## src/rtl/move_step_scheduler.sv

```systemverilog
// move_step_scheduler: paces two players' held directions into ticked steps on one shared valid/ready port.
// Define MOVE_SCHED_DIAGONAL_EN to allow one vertical plus one horizontal bit in a step.
module move_step_scheduler #(
  parameter int unsigned TICK_CYCLES = 10000
) (
  input  logic       clk,
  input  logic       rst,
  input  logic [3:0] p0_dir,
  input  logic [3:0] p1_dir,
  input  logic       ovr_clr,
  output logic       step_valid,
  input  logic       step_ready,
  output logic       step_player,
  output logic [3:0] step_dir,
  output logic [1:0] overrun
);
  typedef enum logic {IDLE, OFFER} state_t;
  localparam logic [15:0] LAST = 16'(TICK_CYCLES - 1);

  function automatic logic [3:0] resolve(input logic [3:0] d);
    logic [3:0] m;
    m = {(d[3] & d[2]) ? 2'b00 : d[3:2], (d[1] & d[0]) ? 2'b00 : d[1:0]};
`ifdef MOVE_SCHED_DIAGONAL_EN
    return m;
`else
    return m[3] ? 4'b1000 : m[2] ? 4'b0100 : m[1] ? 4'b0010 : m[0] ? 4'b0001 : 4'b0000;
`endif
  endfunction

  state_t          state_q, state_d;
  logic [15:0]     cnt_q, cnt_d;
  logic [1:0]      pend_q, pend_d;
  logic [1:0][3:0] pend_dir_q, pend_dir_d;
  logic            last_q, last_d;
  logic            player_q, player_d;
  logic [3:0]      dir_q, dir_d;
  logic [1:0]      ovr_q, ovr_d, ovr_set;
  logic [1:0][3:0] res;
  logic            tick, grant_v, g;

  assign tick   = cnt_q == LAST;
  assign cnt_d  = tick ? 16'd0 : cnt_q + 16'd1;
  assign res[0] = resolve(p0_dir);
  assign res[1] = resolve(p1_dir);

  always_comb begin
    state_d    = state_q;
    pend_d     = pend_q;
    pend_dir_d = pend_dir_q;
    last_d     = last_q;
    player_d   = player_q;
    dir_d      = dir_q;
    grant_v    = 1'b0;
    g          = 1'b0;
    ovr_set    = 2'b00;
    if (state_q == IDLE && |pend_q) begin
      grant_v   = 1'b1;
      g         = &pend_q ? ~last_q : pend_q[1];
      player_d  = g;
      dir_d     = pend_dir_q[g];
      pend_d[g] = 1'b0;
      last_d    = g;
      state_d   = OFFER;
    end else if (state_q == OFFER && step_ready) begin
      state_d = IDLE;
    end
    // A slot being granted this cycle has already left, so refilling it is not an overrun.
    for (int p = 0; p < 2; p++) begin
      if (tick && |res[p]) begin
        ovr_set[p]    = pend_q[p] && !(grant_v && g == p[0]);
        pend_d[p]     = 1'b1;
        pend_dir_d[p] = res[p];
      end
    end
    ovr_d = (ovr_q & ~{2{ovr_clr}}) | ovr_set;
  end

  always_ff @(posedge clk) begin
    if (rst) begin
      state_q    <= IDLE;
      cnt_q      <= '0;
      pend_q     <= '0;
      pend_dir_q <= '0;
      last_q     <= 1'b1;
      player_q   <= 1'b0;
      dir_q      <= '0;
      ovr_q      <= '0;
    end else begin
      state_q    <= state_d;
      cnt_q      <= cnt_d;
      pend_q     <= pend_d;
      pend_dir_q <= pend_dir_d;
      last_q     <= last_d;
      player_q   <= player_d;
      dir_q      <= dir_d;
      ovr_q      <= ovr_d;
    end
  end

  assign step_valid  = state_q == OFFER;
  assign step_player = player_q;
  assign step_dir    = dir_q;
  assign overrun     = ovr_q;
endmodule

```

## config.mk

```make
export PLATFORM = sky130hd
export DESIGN_NAME = move_step_scheduler
export DESIGN_NICKNAME = d
export VERILOG_FILES = /design/src/rtl/move_step_scheduler.sv
export SDC_FILE = /design/constraint.sdc
export NUM_CORES = 1
export LEC_CHECK = 0
export BUFFER_PORTS_ARGS = -buffer_cell sky130_fd_sc_hd__buf_4
export CAP_MARGIN = 20
export CORE_ASPECT_RATIO = 0.7
export CORE_MARGIN = 1.5
export CORE_UTILIZATION = 55
export CTS_BUF_LIST = sky130_fd_sc_hd__clkbuf_8
export CTS_CLUSTER_DIAMETER = 100
export DETAILED_ROUTE_END_ITERATION = 7
export HOLD_SLACK_MARGIN = 0.05
export MAX_ROUTING_LAYER = met4
export PLACE_DENSITY_LB_ADDON = 0.2
export SYNTH_ARGS = -nofsm -noshare
export SYNTH_HDL_FRONTEND = slang
export SYNTH_SLANG_ARGS = --single-unit
```

## constraint.sdc

```tcl
create_clock -name clk -period 2.5 [get_ports clk]
set_clock_uncertainty 0.05 [all_clocks]
set_input_delay 0.125 -clock clk [delete_from_list [all_inputs] [get_ports clk]]
set_output_delay 0.125 -clock clk [all_outputs]
set_load 0.005 [all_outputs]
```

# Word level (Yosys, flattened, before mapping)
# Cells that the tools add are included.
# word_totals
regBits	35
output_inout_bits	8
word_cells	71
# classes
add_sub_neg	1
magnitude_cmp	2
eq_ne	1
mux	26
n_bitwise	12
reduce_logical	19
# ops
cell	n
adder 16 x 1 -> 16 bit (second input constant)	1
== test 16 x 14 -> 1 bit (second input constant)	1
2-to-1 mux 4 bit	4
2-to-1 mux 2 bit	7
2-to-1 mux 1 bit	12
logical AND 1 bit	9
OR reduction 4 bit	2
2-to-1 mux 3 bit	2
nonzero test 2 bit	3
AND 1 bit	4
AND 2 bit	2
inverter 2 bit	2
OR reduction 2 bit	2
inverter 1 bit	3
logical NOT 1 bit	2
< comparator 1 x 2 -> 1 bit (second input constant)	1
bitwise OR 2 bit	1
AND reduction 2 bit	1
demux 1 bit (select 1 bit)	1
>= comparator 1 bit (second input constant)	1

# Depth between registers and ports, before layout
# logic_depth
depth_word	10
mapped_depth	7
ltp_nobuf	6

# Worst setup path before layout
# No wires, ideal clock.
# synth_timing
path_type	reg-to-reg
from	register cnt_q[12]
to	register pend_dir_q[4] (netlist bit)
setup_ns	0.072
arrival_ns	1.728
required_ns	2.378
slack_ns	0.650
path_stages_with_launch	6
path_buffers	1
period_less_slack_ns	1.850
cell_sequence	dfxtp_1 -> or4b_1 -> or4_1 -> buf_6 -> a21oi_4 -> mux2i_1
# synth_between
elab_chain_len	2
# synth_rtl
element	line	source
from (decl)	31	logic [15:0] cnt_q, cnt_d;
from (signal assigned)	90	cnt_q <= cnt_d;
== test 16 x 14 -> 1 bit	41	assign tick = cnt_q == LAST;
logical AND 1 bit	69	if (tick && |res[p]) begin
to (signal assigned)	92	pend_dir_q <= pend_dir_d;
to (decl)	33	logic [1:0][3:0] pend_dir_q, pend_dir_d;
# No other way between the ends.
# A chain may end at the register's enable or synchronous reset.

# Worst setup path after layout
# layout_timing
from	register cnt_q[0]
to	register pend_dir_q[7] (netlist bit)
# The elaborated chain is that of the path after synthesis.

==> results.py <==
metrics = {
    "run_status": {
        "status": "completed",
    },
    "sta": {
        "fin_crit_ns": 2.15,
        "fin_tns_setup_ns": 0,
        "fmax_mhz": 466,
        "tightest_slew_ns": 0.703,
        "grt_setup_unrepaired": "false",
        "slew_headroom": 0.527,
        "slew_violations": 0,
        "hold_viol_final": 0,
        "period_share": 0.858,
        "setup_violations": 0,
    },
    "final_layout": {
        "filler_cell_count": 227,
        "regArea_um2": 701,
        "fin_nets": 217,
        "final_cell_count_no_fill": 237,
        "drive_above_1_share": 0.144,
        "fin_util": 0.671,
        "antennaDiodeCount": 0,
        "area_delta_synth_final_pct": 16.0,
        "multi_input_area_um2": 846,
    },
    "power_and_ir_drop": {
        "swShare": 0.217,
        "leakage_nw": 0.701,
        "power.total_mw": 1.07,
        "p_clk_frac": 0.413,
        "p_sw_mw": 0.232,
        "peakVddDrop_mv": 0.374,
        "combPwrFrac": 0.054,
        "intPower_mw": 0.834,
        "power_density_nw_per_um2": 566,
        "power_frac_seq": 0.532,
    },
    "drt": {
        "num_vias": 1305,
        "drt-vias-per-instance": 5.51,
        "antenna_left": 0,
        "drt-wirelength-per-cell_um": 14.5,
        "drc_errors": 0,
        "firstDrtPassIters": 5,
        "drt-initial-drc-count": 83,
        "finalWirelength_um": 3440,
    },
    "synthesis": {
        "ys_seq_area_frac": 0.432,
        "yosysWarnings": 0,
        "synth_area_um2": 1620,
        "postSynthCellCount": 180,
        "ys_ff_latch": 35,
        "synth_fp_nets": 197,
        "avgSynthCellArea_um2": 9.01,
        "ys_types": 36,
    },
    "clocking": {
        "clk_pin_slew_ns": 0.07,
        "cts_max_level": 2,
        "cts_sinks": 35,
        "cts_tree": "yes",
        "cts_buffers": 5,
        "cts-resized-gates": 0,
        "worstSkewPairLatency_ns": 0.28,
        "ctsLongestPathBuffers": 2,
        "cts_setup_buffers": 0,
        "root_buffer": "clkbuf_8",
    },
    "worst_setup_path": {
        "worst-path-max-fanout": 7,
        "critPathCaptureType": "flip-flop",
        "critPathLaunchType": "flip-flop",
        "path_class": "flip-flop to flip-flop",
        "crit_arrival_ns": 2.31,
        "required_ns": 2.66,
    },
    "die": {
        "pin_count": 20,
        "dieHeight_um": 48.4,
        "core-area_um2": 2800,
        "die_w_um": 67.9,
        "num_rows": 16,
        "initial_core_util": 0.579,
        "dieArea_um2": 3290,
    },
    "min_path": {
        "min_path_type": "input pin to flip-flop",
    },
    "global_route": {
        "antenna_found_initial": 0,
        "grt_pass1_vias": 1233,
        "grt_start_max_net_pins": 21,
        "grt_overflow": 0,
        "grt_pass1_wl_um": 5800,
        "grtUsageTotal": 0.242,
    },
    "placed_design": {
        "place_inst": 228,
        "place_congestion": 0.867,
        "portBuffers": 19,
        "hpwlAfterDp_um": 2530,
    },
    "flow_run": {
        "drv_cap": 0,
    },
}
==> path summary, 6_finish.rpt <==
| check | start | end | slack (ns) | cells after the start |
|---|---|---|---|---|
| hold / removal | rst | step_valid | 0.07 | 2 |
| setup reg to reg | cnt_q[0] | pend_dir_q[7] | 0.35 | 5 |
| hold reg to reg | pend_dir_q[4] | pend_dir_q[4] | 0.42 | 2 |
| setup / recovery | cnt_q[0] | pend_dir_q[7] | 0.35 | 5 |
==> cells in the final DEF, fill, tap and decap left out, types with 3 or more instances in the layout <==
cell and instances:
a32o_1 4, ha_1 5, mux2i_1 5, nand4_1 5, nand3b_1 3, dfxtp_1 35
o32ai_1 3, buf_4 19, xor2_1 5, nor3_1 5, clkbuf_8 7, xnor2_1 11
inv_1 11, nor4_1 4, nand2_1 21, nand3_1 5, a22oi_1 5, nor2_1 23
==> worst max-delay path, cell delays in order (launching register included) <==
cell and delay, ns:
dfxtp_1 0.40, ha_1 0.23, nand4_1 0.16, or4_1 0.72
a21oi_4 0.30, mux2i_1 0.22
==> flip-flops by register name, summed over array words and instances, names as in the netlist <==
name and count:
pend_q 2, pend_dir_q 8, step_player 1, last_q 1, cnt_q 16, overrun 2
step_dir 4, step_valid 1
==> cell families (layout without fill, tap and decap cells) <==
group	count (synthesis)	after routing	synth area share
AO/OA/AOI/OAI	24	24	0.129
XOR/XNOR	16	16	0.0864
adder cells (fa/ha/maj)	5	5	0.0386
buffers and inverters	17	38	0.0463
flip-flops	35	35	0.432
multiplexers	5	5	0.0309
AND/OR/NAND/NOR	78	78	0.237
==> through the flow <==
step	cell area, µm²	setup slack (ns)	hold WS (ns)
6_report	1880	0.354	0.0700
3_5_place_dp	1770	0.388	0.347
4_1_cts	1880	0.369	0.0558
2_1_floorplan	1620	0.650	0.245
3_3_place_gp	1770	0.495	0.337
5_1_grt	1880	0.205	0.0659
==> power by group through the flow <==
stage / logic (mW) / registers, mW / clock network, mW
floorplan: 0.0359 / 0.577 / 0
detailed placement: 0.0569 / 0.580 / 0
CTS: 0.0581 / 0.567 / 0.449
finish: 0.0580 / 0.567 / 0.440
global placement: 0.0547 / 0.579 / 0
global route: 0.0638 / 0.568 / 0.470
==> routing by layer <==
layer	vias to the layer above	global-route usage	share of wire
met3	4	0.0721	0.048
met1	602	0.361	0.53
li1	669	-	-
met4	0	0.0833	0.0093
met2	30	0.309	0.41
met5	-	-	0
==> synthesized netlist by cell type, drive strengths merged <==
library cell | n | area, µm²
nand4 | 5 | 31.3
or3 | 1 | 6.26
nand4bb | 1 | 11.3
o21a | 2 | 15.0
nand3b | 3 | 22.5
dfxtp | 35 | 701
xor2 | 5 | 43.8
a21oi | 3 | 37.5
ha | 5 | 62.6
o211ai | 1 | 7.51
o32ai | 3 | 26.3
nor3 | 5 | 25.0
nor3b | 2 | 15.0
or4 | 1 | 7.51
a22oi | 5 | 37.5
nor2 | 23 | 86.3
a21o | 1 | 7.51
a21boi | 2 | 15.0
and3 | 2 | 12.5
mux2i | 5 | 50.1
or4b | 1 | 10.0
nand2b | 2 | 12.5
nand2 | 22 | 85.1
clkbuf | 5 | 18.8
inv | 10 | 37.5
buf | 2 | 18.8
nor4 | 4 | 25.0
a31o | 2 | 17.5
nand3 | 5 | 25.0
nand4b | 1 | 8.76
o21ai | 1 | 5.00
xnor2 | 11 | 96.3
a32o | 4 | 40.0
==> layout make-up <==
class	count	area share
clock buffer	7	0.0512
clock inverter	1	0.00199
inverter	10	0.0199
multi-input combinational	128	0.449
sequential	35	0.372
tap	36	0.0239
timing repair buffer	20	0.0811
==> timing repair <==
action	in CTS	in global routing
hold endpoints to repair	1	0
hold buffers	1	0
setup endpoints to repair	0	0
Note: power is estimated with default switching activity, not from simulation.
